**src/rtl/emu_clk_pkg.sv**
```systemverilog
// Shared time type, constants and helpers for the emulated-clock generator.
package emu_clk_pkg;

  localparam int DT_WIDTH = 32;

  typedef logic [DT_WIDTH-1:0] dt_t;

  localparam dt_t DT_MAX = '1;

  // A zero-length phase would stall the time manager, so the shortest phase is one unit.
  function automatic dt_t clamp1(input dt_t v);
    return (v == '0) ? dt_t'(1) : v;
  endfunction

endpackage

```
**src/rtl/emu_clk_cfg.sv**
```systemverilog
// Phase-duration configuration: shadow registers filled by a valid/ready handshake,
// swapped into the active registers only on a clock edge so a phase is never altered.
module emu_clk_cfg #(
  parameter int                  DT_WIDTH = 32,
  parameter logic [DT_WIDTH-1:0] TLO_DEF  = 50,
  parameter logic [DT_WIDTH-1:0] THI_DEF  = 50
) (
  input  logic                clk,
  input  logic                rst,
  input  logic                edge_stb_i,
  input  logic                cfg_valid_i,
  input  logic [DT_WIDTH-1:0] cfg_tlo_i,
  input  logic [DT_WIDTH-1:0] cfg_thi_i,
  output logic                cfg_ready_o,
  output logic [DT_WIDTH-1:0] nxt_tlo_o,
  output logic [DT_WIDTH-1:0] nxt_thi_o
);
  import emu_clk_pkg::*;

  logic [DT_WIDTH-1:0] act_tlo_q, act_tlo_d;
  logic [DT_WIDTH-1:0] act_thi_q, act_thi_d;
  logic [DT_WIDTH-1:0] shd_tlo_q, shd_tlo_d;
  logic [DT_WIDTH-1:0] shd_thi_q, shd_thi_d;
  logic                pend_q, pend_d;

  // Durations an edge taken this cycle reloads from (pending config wins).
  assign nxt_tlo_o   = pend_q ? clamp1(shd_tlo_q) : act_tlo_q;
  assign nxt_thi_o   = pend_q ? clamp1(shd_thi_q) : act_thi_q;
  assign cfg_ready_o = !pend_q;

  always_comb begin
    act_tlo_d = act_tlo_q;
    act_thi_d = act_thi_q;
    shd_tlo_d = shd_tlo_q;
    shd_thi_d = shd_thi_q;
    pend_d    = pend_q;
    if (edge_stb_i && pend_q) begin
      act_tlo_d = nxt_tlo_o;
      act_thi_d = nxt_thi_o;
      pend_d    = 1'b0;
    end
    // ready is low while pending, so a transfer never collides with a swap
    if (cfg_valid_i && !pend_q) begin
      shd_tlo_d = cfg_tlo_i;
      shd_thi_d = cfg_thi_i;
      pend_d    = 1'b1;
    end
  end

  always_ff @(posedge clk) begin
    if (rst) begin
      act_tlo_q <= clamp1(TLO_DEF);
      act_thi_q <= clamp1(THI_DEF);
      shd_tlo_q <= '0;
      shd_thi_q <= '0;
      pend_q    <= 1'b0;
    end else begin
      act_tlo_q <= act_tlo_d;
      act_thi_q <= act_thi_d;
      shd_tlo_q <= shd_tlo_d;
      shd_thi_q <= shd_thi_d;
      pend_q    <= pend_d;
    end
  end

endmodule

```
**src/rtl/emu_clk_gen.sv**
```systemverilog
// Emulated-clock generator: requests the time to its next edge each emulator cycle and
// advances its phase counter by the granted step, toggling the emulated clock on edges.
module emu_clk_gen #(
  parameter int                  DT_WIDTH = 32,
  parameter logic [DT_WIDTH-1:0] TLO_DEF  = 50,
  parameter logic [DT_WIDTH-1:0] THI_DEF  = 50
) (
  input  logic                clk,
  input  logic                rst,
  input  logic                enable,
  input  logic [DT_WIDTH-1:0] emu_dt,
  output logic [DT_WIDTH-1:0] dt_req,
  output logic                clk_val,
  output logic                clk_en,
  input  logic                cfg_valid,
  output logic                cfg_ready,
  input  logic [DT_WIDTH-1:0] cfg_tlo,
  input  logic [DT_WIDTH-1:0] cfg_thi,
  output logic                err
);
  import emu_clk_pkg::*;

  logic [DT_WIDTH-1:0] t_rem_q, t_rem_d;
  logic                clk_val_q, clk_val_d;
  logic                clk_en_q, clk_en_d;
  logic                err_q, err_d;
  logic                take_edge;
  logic [DT_WIDTH-1:0] nxt_tlo, nxt_thi;

  // An overshooting grant still counts as an edge; the excess is dropped.
  assign take_edge = enable && (emu_dt != '0) && (emu_dt >= t_rem_q);

  emu_clk_cfg #(
    .DT_WIDTH (DT_WIDTH),
    .TLO_DEF  (TLO_DEF),
    .THI_DEF  (THI_DEF)
  ) u_cfg (
    .clk         (clk),
    .rst         (rst),
    .edge_stb_i  (take_edge),
    .cfg_valid_i (cfg_valid),
    .cfg_tlo_i   (cfg_tlo),
    .cfg_thi_i   (cfg_thi),
    .cfg_ready_o (cfg_ready),
    .nxt_tlo_o   (nxt_tlo),
    .nxt_thi_o   (nxt_thi)
  );

  always_comb begin
    t_rem_d   = t_rem_q;
    clk_val_d = clk_val_q;
    clk_en_d  = 1'b0;
    err_d     = err_q;
    if (take_edge) begin
      clk_val_d = !clk_val_q;
      t_rem_d   = clk_val_q ? nxt_tlo : nxt_thi;
      clk_en_d  = !clk_val_q;
      if (emu_dt > t_rem_q) err_d = 1'b1;
    end else if (enable && emu_dt != '0) begin
      t_rem_d = t_rem_q - emu_dt;
    end
  end

  always_ff @(posedge clk) begin
    if (rst) begin
      t_rem_q   <= clamp1(TLO_DEF);
      clk_val_q <= 1'b0;
      clk_en_q  <= 1'b0;
      err_q     <= 1'b0;
    end else begin
      t_rem_q   <= t_rem_d;
      clk_val_q <= clk_val_d;
      clk_en_q  <= clk_en_d;
      err_q     <= err_d;
    end
  end

  assign dt_req  = enable ? t_rem_q : '1;
  assign clk_val = clk_val_q;
  assign clk_en  = clk_en_q;
  assign err     = err_q;

endmodule

```
**config.mk**
```make
export PLATFORM = sky130hd
export DESIGN_NAME = emu_clk_gen
export DESIGN_NICKNAME = d
export VERILOG_FILES = /design/src/rtl/emu_clk_pkg.sv /design/src/rtl/emu_clk_cfg.sv /design/src/rtl/emu_clk_gen.sv
export SDC_FILE = /design/constraint.sdc
export NUM_CORES = 1
export LEC_CHECK = 0
export BUFFER_PORTS_ARGS = -buffer_cell sky130_fd_sc_hd__buf_2
export CORE_MARGIN = 5
export CORE_UTILIZATION = 50
export CTS_CLUSTER_SIZE = 10
export DETAILED_ROUTE_END_ITERATION = 12
export GPL_TIMING_DRIVEN = 1
export MAX_ROUTING_LAYER = met4
export PLACE_DENSITY = 0.72
export SETUP_SLACK_MARGIN = 0.2
export SLEW_MARGIN = 20
export SYNTH_ARGS = -nofsm -noshare
export SYNTH_HDL_FRONTEND = slang
export SYNTH_SLANG_ARGS = --single-unit
```
**constraint.sdc**
```tcl
create_clock -name clk -period 4.4 [get_ports clk]
set_input_delay 0.66 -clock clk [delete_from_list [all_inputs] [get_ports clk]]
set_output_delay 0.66 -clock clk [all_outputs]
set_load 0.05 [all_outputs]
```
# Word level (Yosys, flattened, before mapping)
# Index checks and enable logic that the tools add are counted.
[op_classes] n_reduce_logical=13 n_addsub=1 muxes=10 bitwise_logic=1 n_lt_le_gt_ge=2
[ops] op="two-way mux 32 bit" n=8
[ops] op="zero test 32 bit" n=2
[ops] op=">= comparator 32 bit" n=1
[ops] op="greater-than comparator 32 bit" n=1
[ops] op="nonzero test 32 bit" n=1
[ops] op="subtractor 32 bit" n=1
[ops] op="logical AND 1 bit" n=4
[ops] op="nonzero test 2 bit" n=2
[ops] op="zero test 1 bit" n=2
[ops] op="two-way mux 1 bit" n=2
[ops] op="AND reduction 2 bit" n=1
[ops] op="OR reduction 2 bit" n=1
[ops] op="NOT 1 bit" n=1
[totals] elab_cells=36 regBits=164 out_inout_bits=36 input_bits=100

# Depth between registers and ports, before layout
# Gate-level depths: netlist of the first run.
[logic_depth] ltp_word=6 depth_mapped=14

# Modules after synthesis
# Synthesis of the first run repeated with hierarchy kept, for this count alone.
[hier_totals] hier_cells=1192 area_unflattened_um2=9330.2
[by_module_without_submodules] module="emu_clk_cfg" area_each_um2=5350.1 cells_each=656 seq_area_each_um2=2582.5 instances=1
[by_module_without_submodules] module="emu_clk_gen" area_each_um2=3980.1 cells_each=536 seq_area_each_um2=700.7 instances=1

# Least setup slack after synthesis of the first run
# No wires, ideal clock.
[synth_path] path_kind="input port to flip-flop" startpoint="in emu_dt[0]" endpoint="reg t_rem_q[12]" arrival_time_ns=3.180 cell_stages=12 slack_ns=1.132 n_path_buf=1 setup_ns=0.088 cell_sequence="ha_1 -> inv_1 -> fa_1 -> a211oi_1 -> o21ai_0 -> o211a_1 -> o21ai_1 -> and4_4 -> nor2_2 -> buf_6 -> or3_1 -> a311oi_2"
[synth_via] elab_chain_len=4
[synth_lines] item="from (decl)" line="emu_clk_gen.sv:11" source="input logic [DT_WIDTH-1:0] emu_dt,"
[synth_lines] item="branches (longest 4 deep; another with subtractor 32 bit)"
[synth_lines] item="to (signal assigned)" line="emu_clk_gen.sv:66" source="t_rem_q <= clamp1(TLO_DEF);"
[synth_lines] item="to (signal assigned)" line="emu_clk_gen.sv:71" source="t_rem_q <= t_rem_d;"
[synth_lines] item="to (decl)" line="emu_clk_gen.sv:23" source="logic [DT_WIDTH-1:0] t_rem_q, t_rem_d;"
# Several ways; the timed one is not identified. The select of a mux whose other input is x is not followed.
# A chain may end at the register's enable or synchronous reset.

# Worst setup path after layout of the first run
[layout_path] startpoint="reg t_rem_q[0]" endpoint="reg u_cfg.act_tlo_q[23]"
[layout_via] elab_chain_len=3
[layout_lines] item=">= comparator 32 bit" line="emu_clk_gen.sv:31" source="assign take_edge = enable && (emu_dt != '0) && (emu_dt >= t_rem_q);"
[layout_lines] item="logical AND 1 bit" line="emu_clk_gen.sv:31"
[layout_lines] item="logical AND 1 bit" line="emu_clk_cfg.sv:37" source="if (edge_stb_i && pend_q) begin"
[layout_lines] item="to (signal assigned)" line="emu_clk_cfg.sv:52" source="act_tlo_q <= clamp1(TLO_DEF);"
[layout_lines] item="to (signal assigned)" line="emu_clk_cfg.sv:58" source="act_tlo_q <= act_tlo_d;"
[layout_lines] item="to (decl)" line="emu_clk_cfg.sv:20" source="logic [DT_WIDTH-1:0] act_tlo_q, act_tlo_d;"
# No other way between the ends.

==> out/summary.txt, run 1 <==
STATUS
--------------------------------------------------------------------------------------
Outcome ................................................................. complete, no violations

SETUP PATH
--------------------------------------------------------------------------------------
Register-to-register setup slack ........................................      0.83 ns
Most frequent CP cell ................................................... sky130_fd_sc_hd__inv_1
Number of cell instances on the worst register-to-register path .........           13
Cell with the biggest individual delay on the critical path ............. sky130_fd_sc_hd__fa_1
Critical path cell sequence ............................................. inv_1, ha_1, inv_1, fa_1, a211oi_1, o21ai_0, o211a_1, o21ai_1, nand4_1, a21oi_2, a21oi_4, buf_4, a22o_1
Type of destination of the critical path ................................     register
Origin of the critical flop-to-flop path ................................   t_rem_q[0]
Kind of cell adding the most delay to the critical path ................. compound AO/OA/AOI/OAI gates
Worst reg2reg path endpoint ............................................. u_cfg.act_tlo_q[23]
Startpoint Class ........................................................     register
Required arrival time at the worst endpoint .............................      4.72 ns
Number of buffers and inverters on the critical path ....................            3
Max stage delay on crit path ............................................      0.41 ns
Worst Path Max Fanout ...................................................           35
Crit Path Category ......................................................   reg -> reg
Arrival time at the worst endpoint ......................................      3.89 ns

CTS
--------------------------------------------------------------------------------------
Sink count of the clock tree ............................................          164
Clk pin slew, worst setup/hold paths ....................................      0.07 ns
CTS Hold Bufs ...........................................................            0
TritonCTS clock tree ....................................................         done
Maximum number of buffers from clock root to sink .......................            2
Inserted Clock Buffers ..................................................           17
Clk_lat worst skew ......................................................      0.44 ns
Post-CTS sizing .........................................................            0
Clock Tree Root ......................................................... sky130_fd_sc_hd__clkbuf_16
# H-tree levels .........................................................            4
Setup Buffers After CTS .................................................            0

STA
--------------------------------------------------------------------------------------
Number of setup violations in the final report ..........................            0
WHS .....................................................................     0.449 ns
Final hold violations ...................................................            0
Period Utilization, post-route ..........................................        0.810
Unrepaired setup endpoints after global routing .........................           no
Clock Skews .............................................................    0.0171 ns
Clock period minus worst slack ..........................................      3.57 ns
Max Transition Viols Final ..............................................            0
FMAX ....................................................................      280 MHz
Total Neg Setup Slack ...................................................         0 ns
Worst slew margin .......................................................        0.294
Actual transition at the worst max-transition pin .......................      1.03 ns

SYNTHESIS
--------------------------------------------------------------------------------------
Sequential cell area fraction in the yosys report .......................        0.372
Top-area cell type share of the netlist area ............................        0.372
Largest area contributor in the synthesized netlist ..................... sky130_fd_sc_hd__dfxtp_1
Cell area after synthesis ...............................................     8830 um2
Cells after synthesis ...................................................         1119
Most repeated cell in the gate-level netlist after synthesis ............ sky130_fd_sc_hd__nand2_1
Count of flip-flops with a built-in enable after synthesis ..............            0
Most area-consuming cells after synthesis ............................... sky130_fd_sc_hd__dfxtp_1, sky130_fd_sc_hd__nand2_1, sky130_fd_sc_hd__a21oi_1, sky130_fd_sc_hd__a22o_1, sky130_fd_sc_hd__ha_1
YS warnings .............................................................            0
Avg Synthesized Cell Area ...............................................     7.90 um2
Share of flip-flops with an asynchronous set or reset ...................            0
Post-synthesis register bit count .......................................          164
Most frequent cells after synthesis ..................................... sky130_fd_sc_hd__nand2_1, sky130_fd_sc_hd__dfxtp_1, sky130_fd_sc_hd__a21oi_1
Top flip-flop cell by instance count after synthesis .................... sky130_fd_sc_hd__dfxtp_1
Post-Syn Nets ...........................................................         1252
Number of distinct standard cells referenced by the synthesized netlist .           64

DETAILED ROUTING
--------------------------------------------------------------------------------------
Via-per-instance ratio ..................................................         6.07
Iteration-0 DRC Markers .................................................          929
Final ANT Viol Nets .....................................................            0
Wire length per cell after detailed routing .............................      18.5 um
Number of detailed-route iterations in the first pass ...................            5
Routed vias .............................................................         8814
DRC violation count after routing .......................................            0
WL final ................................................................     26900 um

JOB
--------------------------------------------------------------------------------------
Max-cap violation count .................................................            0

GLOBAL ROUTE
--------------------------------------------------------------------------------------
Remaining global-route overflow .........................................            0
First-pass GRT wire length ..............................................     41800 um
Maximum number of pins on one net before global-route repair ............           65
Total global-route track usage ..........................................        0.267
Number of antenna violations at the first check in global routing .......            0
Via count of the first global-routing pass ..............................         7812

CELLS AND AREA
--------------------------------------------------------------------------------------
Fraction of final layout cells with drive strength greater than 1 .......        0.163
Number of fill cells ....................................................         1583
Share of the core filled with cells in the final layout .................        0.589
Total area of multi-input combinational cells ...........................     5050 um2
Number of inserted diodes ...............................................            0
Sequential standard cell area ...........................................     3280 um2
Nets ....................................................................         1346
Area growth syn-to-layout ...............................................        15.4%

PLACED DESIGN
--------------------------------------------------------------------------------------
Port buffer count .......................................................          135
Placed wire-length estimate after detailed placement ....................     20200 um
Routability-driven placement congestion ratio ...........................        0.978

PWR
--------------------------------------------------------------------------------------
Leakage power figure ....................................................      4.22 nW
PD cells ................................................................   389 nW/um2
Max VDD drop ............................................................     0.294 mV
Power, Total ............................................................      3.97 mW

FLOORPLANNING
--------------------------------------------------------------------------------------
Chip width ..............................................................       143 um
Chip height .............................................................       143 um
Area of the die .........................................................    20400 um2
Effective utilization at floorplan ......................................        0.511
Row Count ...............................................................           48
Num ports ...............................................................          136
Area of the placeable core ..............................................    17300 um2

WORST HOLD PATH
--------------------------------------------------------------------------------------
Worst min-delay path endpoint ........................................... u_cfg.shd_tlo_q[11]
Hold crit path type .....................................................    in -> reg
Launch instance of the worst min-delay path .............................  cfg_tlo[11]
Hold depth ..............................................................            3

final cells by class:
cell class              count  share of cell area
clock inverters            14              0.0135
flip-flops and latches    164               0.322
well taps                 225              0.0276
multi-input cells         828               0.495
inverters                  50              0.0184
repair buffers            152              0.0800
clock buffers              18              0.0431
sequential cells by signal, summed over array words and instances (netlist names):
signal / cells
u_cfg.act_thi_q: 32
u_cfg.shd_tlo_q: 32
u_cfg.pend_q: 1
u_cfg.act_tlo_q: 32
clk_val: 1
clk_en: 1
u_cfg.shd_thi_q: 32
err: 1
t_rem_q: 32
logic make-up after synthesis:
group                    after synthesis  share of synthesized area
AND/OR/NAND/NOR                      388                      0.202
AO/OA/AOI/OAI                        382                      0.293
flip-flops                           164                      0.372
buffers and inverters                127                     0.0599
adder cells (fa/ha/maj)               33                     0.0476
XOR/XNOR                              19                     0.0188
multiplexers                           6                    0.00680
metal layers:
metal	wire length, um	track usage
met5	0	-
met4	704	0.0935
met3	2200	0.0405
met2	12300	0.410
met1	11700	0.359
stage by stage:
step	setup slack, ns	instances	area [um2]
2_1_floorplan	1.13	1119	8830
3_3_place_gp	0.612	1419	9610
3_5_place_dp	0.552	1419	9610
4_1_cts	0.897	1451	10200
5_1_grt	0.556	1451	10200
6_report	0.835	1451	10200
where the power goes:
part / leakage, nW / internal, mW / switching [mW]
logic: 2.61 / 0.311 / 0.577
registers: 1.34 / 1.56 / 0.0805
clock network: 0.276 / 0.762 / 0.680
tightest hold or removal path, stage by stage:
cell and delay (ns):
sky130_fd_sc_hd__buf_2 0.09, sky130_fd_sc_hd__nand2_1 0.05, sky130_fd_sc_hd__a21oi_1 0.05
how the worst max path moves through the flow:
| stage | start | end | slack [ns] | depth (start not counted) |
|---|---|---|---|---|
| after global placement | emu_dt[0] | u_cfg.act_tlo_q[22] | 0.61 | 13 |
| after CTS | t_rem_q[0] | u_cfg.act_tlo_q[23] | 0.90 | 13 |
| after detailed placement | emu_dt[0] | u_cfg.act_tlo_q[29] | 0.55 | 13 |
| after floorplan | emu_dt[0] | t_rem_q[12] | 1.13 | 12 |
| after global routing | t_rem_q[0] | u_cfg.act_tlo_q[23] | 0.56 | 13 |
| final | t_rem_q[0] | u_cfg.act_tlo_q[23] | 0.83 | 13 |
cell usage in the layout (no fill, tap or decap), types with 6 or more instances in the layout:
cell / Yosys / routed
sky130_fd_sc_hd__nand3_1: 7 / 7
sky130_fd_sc_hd__xnor2_1: 10 / 10
sky130_fd_sc_hd__clkbuf_16: 0 / 17
sky130_fd_sc_hd__nand4_1: 12 / 12
sky130_fd_sc_hd__a21o_1: 7 / 7
sky130_fd_sc_hd__a21oi_1: 146 / 146
sky130_fd_sc_hd__nor4_1: 25 / 25
sky130_fd_sc_hd__a211oi_1: 7 / 7
sky130_fd_sc_hd__a221oi_1: 38 / 38
sky130_fd_sc_hd__a22o_1: 54 / 54
sky130_fd_sc_hd__nand3b_1: 6 / 6
sky130_fd_sc_hd__o21a_1: 10 / 10
sky130_fd_sc_hd__nor2_1: 44 / 43
sky130_fd_sc_hd__buf_2: 6 / 135
sky130_fd_sc_hd__nand2b_1: 33 / 33
sky130_fd_sc_hd__and3_1: 10 / 10
sky130_fd_sc_hd__a311oi_1: 10 / 10
sky130_fd_sc_hd__a221o_1: 6 / 6
sky130_fd_sc_hd__o21ai_0: 44 / 43
sky130_fd_sc_hd__mux2i_1: 6 / 6
sky130_fd_sc_hd__o211ai_1: 6 / 6
sky130_fd_sc_hd__ha_1: 32 / 32
sky130_fd_sc_hd__buf_4: 2 / 16
sky130_fd_sc_hd__dfxtp_1: 164 / 164
sky130_fd_sc_hd__nand2_1: 212 / 211
sky130_fd_sc_hd__nor3_1: 15 / 15
sky130_fd_sc_hd__a31oi_1: 16 / 16
sky130_fd_sc_hd__xor2_1: 9 / 9
sky130_fd_sc_hd__inv_1: 50 / 49
Note: power is estimated with default switching activity, not from simulation.
==> inputs of run 2 (changes only) <==
Settings changed: ABC_AREA set to 1, PLACE_DENSITY 0.72 to 0.71.
Clock period 4.4 ns to 3.5 ns, I/O delays scaled along.
==> out/summary.txt, run 2 <==
PLACED DESIGN
--------------------------------------------------------------------------------------
Placed Instances ........................................................         2002
Placed wire-length estimate after detailed placement ....................     22100 um
Place WS ................................................................     0.376 ns
Routability-driven placement congestion ratio ...........................        0.987
Post-placement cell area ................................................    10900 um2
Port buffer count .......................................................          135

STA
--------------------------------------------------------------------------------------
FMAX ....................................................................      343 MHz
Clock Skews .............................................................    0.0102 ns
Actual transition at the worst max-transition pin .......................     0.986 ns
Clock period minus worst slack ..........................................      2.91 ns
Final hold violations ...................................................            0
Unrepaired setup endpoints after global routing .........................           no
Max Transition Viols Final ..............................................            0
Worst slew margin .......................................................        0.342
Number of setup violations in the final report ..........................            0
Smallest setup slack after layout .......................................     0.587 ns
Total Neg Setup Slack ...................................................         0 ns
Period Utilization, post-route ..........................................        0.832

DETAILED ROUTING
--------------------------------------------------------------------------------------
Final ANT Viol Nets .....................................................            0
Number of detailed-route iterations in the first pass ...................            5
WL final ................................................................     30300 um
Wire length per cell after detailed routing .............................      14.9 um
DRC violation count after routing .......................................            0
Routed vias .............................................................        10600
Via-per-instance ratio ..................................................         5.22
Iteration-0 DRC Markers .................................................         1032

PWR
--------------------------------------------------------------------------------------
Clock power share .......................................................        0.371
Power, Total ............................................................      5.61 mW
Combinational share of power ............................................        0.254
Sequential share of power ...............................................        0.374
P_sw ....................................................................      1.86 mW
PD cells ................................................................   484 nW/um2
Max VDD drop ............................................................     0.344 mV
Cell-internal power .....................................................      3.76 mW
Leakage power figure ....................................................      5.76 nW
Proportion of total power due to net switching ..........................        0.331

SYNTHESIS
--------------------------------------------------------------------------------------
Cell area after synthesis ...............................................    10100 um2
Most area-consuming cells after synthesis ............................... sky130_fd_sc_hd__dfxtp_1, sky130_fd_sc_hd__nand2_1, sky130_fd_sc_hd__a21oi_1, sky130_fd_sc_hd__inv_1, sky130_fd_sc_hd__nor2_1
Number of distinct standard cells referenced by the synthesized netlist .           37
YS warnings .............................................................            0
Count of flip-flops with a built-in enable after synthesis ..............            0
Post-Syn Nets ...........................................................         1801
Top-area cell type share of the netlist area ............................        0.324
Share of flip-flops with an asynchronous set or reset ...................            0
Top flip-flop cell by instance count after synthesis .................... sky130_fd_sc_hd__dfxtp_1
Sequential cell area fraction in the yosys report .......................        0.324
Avg Synthesized Cell Area ...............................................     6.08 um2
Largest area contributor in the synthesized netlist ..................... sky130_fd_sc_hd__dfxtp_1
Most frequent cells after synthesis ..................................... sky130_fd_sc_hd__nand2_1, sky130_fd_sc_hd__inv_1, sky130_fd_sc_hd__a21oi_1
Post-synthesis register bit count .......................................          164
Most repeated cell in the gate-level netlist after synthesis ............ sky130_fd_sc_hd__nand2_1
Cells after synthesis ...................................................         1668

CELLS AND AREA
--------------------------------------------------------------------------------------
Highest-count cells in the layout ignoring fill and taps ................ sky130_fd_sc_hd__nand2_1, sky130_fd_sc_hd__inv_1, sky130_fd_sc_hd__a21oi_1
Fraction of final layout cells with drive strength greater than 1 .......        0.126
Number of fill cells ....................................................         2057
Number of inserted diodes ...............................................            0
Most frequent standard cell in the layout excluding fill and tap cells .. sky130_fd_sc_hd__nand2_1
Area growth syn-to-layout ...............................................        14.4%
Area of all placed cells without fillers ................................    11600 um2
Total area of multi-input combinational cells ...........................     5630 um2
Non-Filler Instances ....................................................         2034
Nets ....................................................................         1884
Sequential standard cell area ...........................................     3280 um2

CTS
--------------------------------------------------------------------------------------
Inserted Clock Buffers ..................................................           17
Clock Tree Root ......................................................... sky130_fd_sc_hd__clkbuf_16
CTS Hold Bufs ...........................................................            0
TritonCTS clock tree ....................................................         done
Sink count of the clock tree ............................................          164
Setup Buffers After CTS .................................................            0
Clk_lat worst skew ......................................................      0.44 ns
Clk pin slew, worst setup/hold paths ....................................      0.07 ns
Post-CTS sizing .........................................................            0
# H-tree levels .........................................................            4
Maximum number of buffers from clock root to sink .......................            2

FLOORPLANNING
--------------------------------------------------------------------------------------
Row Count ...............................................................           52
Effective utilization at floorplan ......................................        0.504
Area of the placeable core ..............................................    20100 um2
Num ports ...............................................................          136
Chip width ..............................................................       152 um
Chip height .............................................................       152 um
Area of the die .........................................................    23200 um2

SETUP PATH
--------------------------------------------------------------------------------------
Startpoint Class ........................................................     register
Origin of the critical flop-to-flop path ................................   t_rem_q[0]
Crit path capture .......................................................  t_rem_q[11]
Worst Path Max Fanout ...................................................           45
Register-to-register setup slack ........................................      0.59 ns
Worst reg2reg path endpoint .............................................  t_rem_q[11]
Crit Path Category ......................................................   reg -> reg
CP Launch Point .........................................................   t_rem_q[0]
Arrival time at the worst endpoint ......................................      3.30 ns
Number of cell instances on the worst register-to-register path .........           18
Type of destination of the critical path ................................     register
Required arrival time at the worst endpoint .............................      3.89 ns

GLOBAL ROUTE
--------------------------------------------------------------------------------------
Remaining global-route overflow .........................................            0
First-pass GRT wire length ..............................................     48800 um
Via count of the first global-routing pass ..............................         9733
Total global-route track usage ..........................................        0.261
Number of antenna violations at the first check in global routing .......            0
Maximum number of pins on one net before global-route repair ............           99

STATUS
--------------------------------------------------------------------------------------
Outcome ................................................................. complete, no violations

JOB
--------------------------------------------------------------------------------------
Max-cap violation count .................................................            0

WORST HOLD PATH
--------------------------------------------------------------------------------------
Hold crit path type .....................................................    in -> reg

-- run 2: changes by cell type after synthesis, moves of 25 or more --
| cell | delta |
|---|---|
| sky130_fd_sc_hd__inv_1 | +177 |
| sky130_fd_sc_hd__o21ai_0 | +60 |
| sky130_fd_sc_hd__nand3_1 | +100 |
| sky130_fd_sc_hd__a221oi_1 | -38 |
| sky130_fd_sc_hd__nand2_1 | +293 |
| sky130_fd_sc_hd__a22o_1 | -54 |
| sky130_fd_sc_hd__nor2_1 | +106 |
| sky130_fd_sc_hd__nand2b_1 | -33 |
| sky130_fd_sc_hd__or2_2 | +25 |
| sky130_fd_sc_hd__a21oi_1 | +36 |
-- run 2: stage by stage --
stage                     utilization  hold slack (ns)
after floorplan                     -            0.430
after global placement          0.544            0.442
after detailed placement        0.544            0.450
after CTS                       0.576            0.300
after global routing            0.576            0.306
final                           0.576            0.306
-- run 2: cell families (layout without fill, tap and decap cells) --
logic type | count (synthesis) | after routing | synth area share
mux | 1 | 1 | 0.000988
simple gates | 831 | 831 | 0.339
fa+ha+maj | 33 | 33 | 0.0415
flops | 164 | 164 | 0.324
xor+xnor | 17 | 17 | 0.0147
buf+inv | 316 | 412 | 0.122
compound gates | 306 | 306 | 0.159
-- run 2: how the worst min path moves through the flow --
stage | startpoint | end | slack, ns | cells past startpoint
after global routing | cfg_thi[19] | u_cfg.shd_thi_q[19] | 0.31 | 3
after floorplan | u_cfg.act_thi_q[0] | u_cfg.act_thi_q[0] | 0.43 | 2
after global placement | u_cfg.act_thi_q[0] | u_cfg.act_thi_q[0] | 0.44 | 2
final | cfg_thi[20] | u_cfg.shd_thi_q[20] | 0.31 | 3
after CTS | cfg_thi[23] | u_cfg.shd_thi_q[23] | 0.30 | 3
after detailed placement | u_cfg.act_thi_q[0] | u_cfg.act_thi_q[0] | 0.45 | 2
-- run 2: area by class of cell --
cell class              count  share of cell area
multi-input cells        1188               0.486
inverters                 229              0.0742
clock inverters            12              0.0173
repair buffers            151              0.0708
clock buffers              20              0.0394
flip-flops and latches    164               0.283
well taps                 270              0.0291
-- run 2: routing by layer --
| metal | part of all wire | GRT usage | vias to the layer above | routed length (um) |
|---|---|---|---|---|
| met3 | 0.056 | 0.0378 | 53 | 1710 |
| met2 | 0.47 | 0.416 | 356 | 14300 |
| met4 | 0.026 | 0.0839 | 0 | 773 |
| met1 | 0.45 | 0.344 | 4792 | 13600 |
| li1 | - | - | 5418 | - |
| met5 | 0 | - | - | 0 |
-- run 2: power groups by stage --
stage / registers (mW) / logic [mW] / clock network (mW)
final: 2.10 / 1.43 / 2.08
after global routing: 2.11 / 1.59 / 2.20
after CTS: 2.10 / 1.42 / 2.11
after detailed placement: 2.14 / 1.41 / 0
after global placement: 2.13 / 1.40 / 0
after floorplan: 2.11 / 1.03 / 0
-- run 2: worst max-delay path, stage by stage (launching register included) --
cell and delay [ns]:
sky130_fd_sc_hd__dfxtp_1 0.32, sky130_fd_sc_hd__inv_1 0.07, sky130_fd_sc_hd__ha_1 0.14, sky130_fd_sc_hd__inv_1 0.07, sky130_fd_sc_hd__fa_1 0.42, sky130_fd_sc_hd__nand3_1 0.11, sky130_fd_sc_hd__nand3_1 0.13, sky130_fd_sc_hd__nand2_1 0.11
sky130_fd_sc_hd__nand2_1 0.08, sky130_fd_sc_hd__nand2_1 0.08, sky130_fd_sc_hd__nand2_1 0.11, sky130_fd_sc_hd__nand2_1 0.12, sky130_fd_sc_hd__nand2_2 0.09, sky130_fd_sc_hd__a21oi_4 0.17, sky130_fd_sc_hd__buf_4 0.45, sky130_fd_sc_hd__nand2_1 0.18
sky130_fd_sc_hd__nand3_1 0.11, sky130_fd_sc_hd__nand2_1 0.07, sky130_fd_sc_hd__inv_1 0.05
==> inputs of run 3 (changes only) <==
Clock period 3.5 ns to 2.8 ns, I/O delays scaled along.
==> out/summary.txt, run 3 (synthesized netlist as in run 2, its figures left out) <==
CTS
-------------------------------------------------------------------------------------
Maximum number of buffers from clock root to sink ......................            2
Inserted Clock Buffers .................................................           17
TritonCTS clock tree ...................................................         done
Clk_lat worst skew .....................................................      0.43 ns
Clock Tree Root ........................................................ sky130_fd_sc_hd__clkbuf_16
# H-tree levels ........................................................            4
Clk pin slew, worst setup/hold paths ...................................      0.06 ns
Sink count of the clock tree ...........................................          164

SETUP PATH
-------------------------------------------------------------------------------------
Worst Path Max Fanout ..................................................           15
Cell with the biggest individual delay on the critical path ............ sky130_fd_sc_hd__fa_2
Arrival time at the worst endpoint .....................................      2.80 ns
Number of buffers and inverters on the critical path ...................            3
Required arrival time at the worst endpoint ............................      3.08 ns
Type of destination of the critical path ...............................     register
Most frequent CP cell .................................................. sky130_fd_sc_hd__nand2_4
Startpoint Class .......................................................     register
Max stage delay on crit path ...........................................      0.40 ns
Critical path cell sequence ............................................ inv_2, ha_4, inv_2, fa_2, nand3_2, nand3_2, nand2_2, nand2_2, nand2_2, nand2_4, nand2_4, nand2_4, a21oi_4, nand2_4, buf_6, nand2_1, a21oi_1
Kind of cell adding the most delay to the critical path ................ simple AND/OR/NAND/NOR gates
Crit Path Category .....................................................   reg -> reg

FLOORPLANNING
-------------------------------------------------------------------------------------
Effective utilization at floorplan .....................................        0.504
Area of the die ........................................................    23200 um2
Chip height ............................................................       152 um
Num ports ..............................................................          136
Area of the placeable core .............................................    20100 um2
Chip width .............................................................       152 um
Row Count ..............................................................           52

PWR
-------------------------------------------------------------------------------------
PD cells ...............................................................   577 nW/um2
Leakage power figure ...................................................      5.96 nW
Max VDD drop ...........................................................     0.369 mV
Power, Total ...........................................................      6.94 mW

PLACED DESIGN
-------------------------------------------------------------------------------------
Port buffer count ......................................................          135
Routability-driven placement congestion ratio ..........................         1.00
Placed wire-length estimate after detailed placement ...................     22100 um
Post-placement cell area ...............................................    11100 um2
Placed Instances .......................................................         2015

STA
-------------------------------------------------------------------------------------
FMAX ...................................................................      396 MHz
Clock Skews ............................................................   0.00713 ns
Actual transition at the worst max-transition pin ......................     0.994 ns
Clock period minus worst slack .........................................      2.52 ns
Period Utilization, post-route .........................................        0.901
Final hold violations ..................................................            0
Worst slew margin ......................................................        0.337
WHS ....................................................................     0.210 ns
Max Transition Viols Final .............................................            0
Total Neg Setup Slack ..................................................         0 ns
Unrepaired setup endpoints after global routing ........................          yes
Number of setup violations in the final report .........................            0

DETAILED ROUTING
-------------------------------------------------------------------------------------
Wire length per cell after detailed routing ............................      15.4 um
Number of detailed-route iterations in the first pass ..................            6
Via-per-instance ratio .................................................         5.21
Detailed route wirelength on metal3 ....................................      2130 um
Top layer used by detailed routing .....................................         met4
DRT met1 WL ............................................................     13700 um
Total length of routed met2 wires ......................................     14900 um
Iteration-0 DRC Markers ................................................         1026
Routed vias ............................................................        10700
WL final ...............................................................     31600 um
Final ANT Viol Nets ....................................................            0
DRC violation count after routing ......................................            0

GLOBAL ROUTE
-------------------------------------------------------------------------------------
First-pass GRT wire length .............................................     48100 um
Remaining global-route overflow ........................................            0
Via count of the first global-routing pass .............................         9628
Maximum number of pins on one net before global-route repair ...........          100
Number of antenna violations at the first check in global routing ......            0
Total global-route track usage .........................................        0.256

CELLS AND AREA
-------------------------------------------------------------------------------------
Area of all placed cells without fillers ...............................    12000 um2
Nets ...................................................................         1908
Fraction of final layout cells with drive strength greater than 1 ......        0.159
Highest-count cells in the layout ignoring fill and taps ............... sky130_fd_sc_hd__nand2_1, sky130_fd_sc_hd__inv_1, sky130_fd_sc_hd__a21oi_1
Non-Filler Instances ...................................................         2058
Number of fill cells ...................................................         2000
Most frequent standard cell in the layout excluding fill and tap cells . sky130_fd_sc_hd__nand2_1
Number of inserted diodes ..............................................            0
Area growth syn-to-layout ..............................................        18.8%

WORST HOLD PATH
-------------------------------------------------------------------------------------
Hold crit path type ....................................................    in -> reg

STATUS
-------------------------------------------------------------------------------------
Outcome ................................................................ complete, no violations

JOB
-------------------------------------------------------------------------------------
Max-cap violation count ................................................            0

run 3: worst paths after layout:
| path | start | to | slack [ns] | cells after the start |
|---|---|---|---|---|
| worst max-delay path | t_rem_q[0] | u_cfg.act_thi_q[19] | 0.28 | 17 |
| worst min-delay path | cfg_thi[10] | u_cfg.shd_thi_q[10] | 0.21 | 3 |
| worst max register to register | t_rem_q[0] | u_cfg.act_thi_q[19] | 0.28 | 17 |
| worst min register to register | u_cfg.act_thi_q[31] | u_cfg.act_thi_q[31] | 0.46 | 2 |
run 3: stage by stage:
step	setup slack (ns)	util
2_1_floorplan	0.419	-
3_3_place_gp	0.121	0.552
3_5_place_dp	0.0662	0.552
4_1_cts	0.219	0.582
5_1_grt	0.146	0.599
6_report	0.277	0.599
run 3: timing repair:
action | 4_1_cts | 5_1_grt
buffers inserted | 0 | 3
setup endpoints to repair | 0 | 96
gates resized for setup | 0 | 54
hold buffers | 0 | 0
run 3: where the power goes:
part           leakage (nW)  internal, mW  total [mW]  switching [mW]
Clock                 0.290          1.47        2.40           0.923
Sequential             1.35          2.49        2.63           0.140
Combinational          4.32         0.651        1.92            1.27
Total                  5.96          4.61        6.94            2.33
run 3: worst register-to-register path: cells and delay by family, from the launching register on:
| family | cells | cell delay, ns |
|---|---|---|
| AO/OA/AOI/OAI | 2 | 0.32 |
| adder cells (fa/ha/maj) | 2 | 0.52 |
| buffers and inverters | 3 | 0.34 |
| flip-flops | 1 | 0.32 |
| AND/OR/NAND/NOR | 10 | 0.88 |
run 3: metal layers:
layer  global-route usage  vias to the layer above
met1                0.333                     4822
met5                    -                        -
met2                0.411                      364
li1                     -                     5479
met3               0.0381                       64
met4               0.0843                        0
run 3: layout make-up:
| class | instances | area (um2) | area share |
|---|---|---|---|
| inverters | 229 | 860 | 0.0714 |
| repair buffers | 175 | 1160 | 0.0963 |
| well taps | 270 | 338 | 0.0281 |
| clock buffers | 24 | 482 | 0.0400 |
| flip-flops and latches | 164 | 3290 | 0.273 |
| clock inverters | 8 | 124 | 0.0103 |
| multi-input cells | 1188 | 5790 | 0.481 |
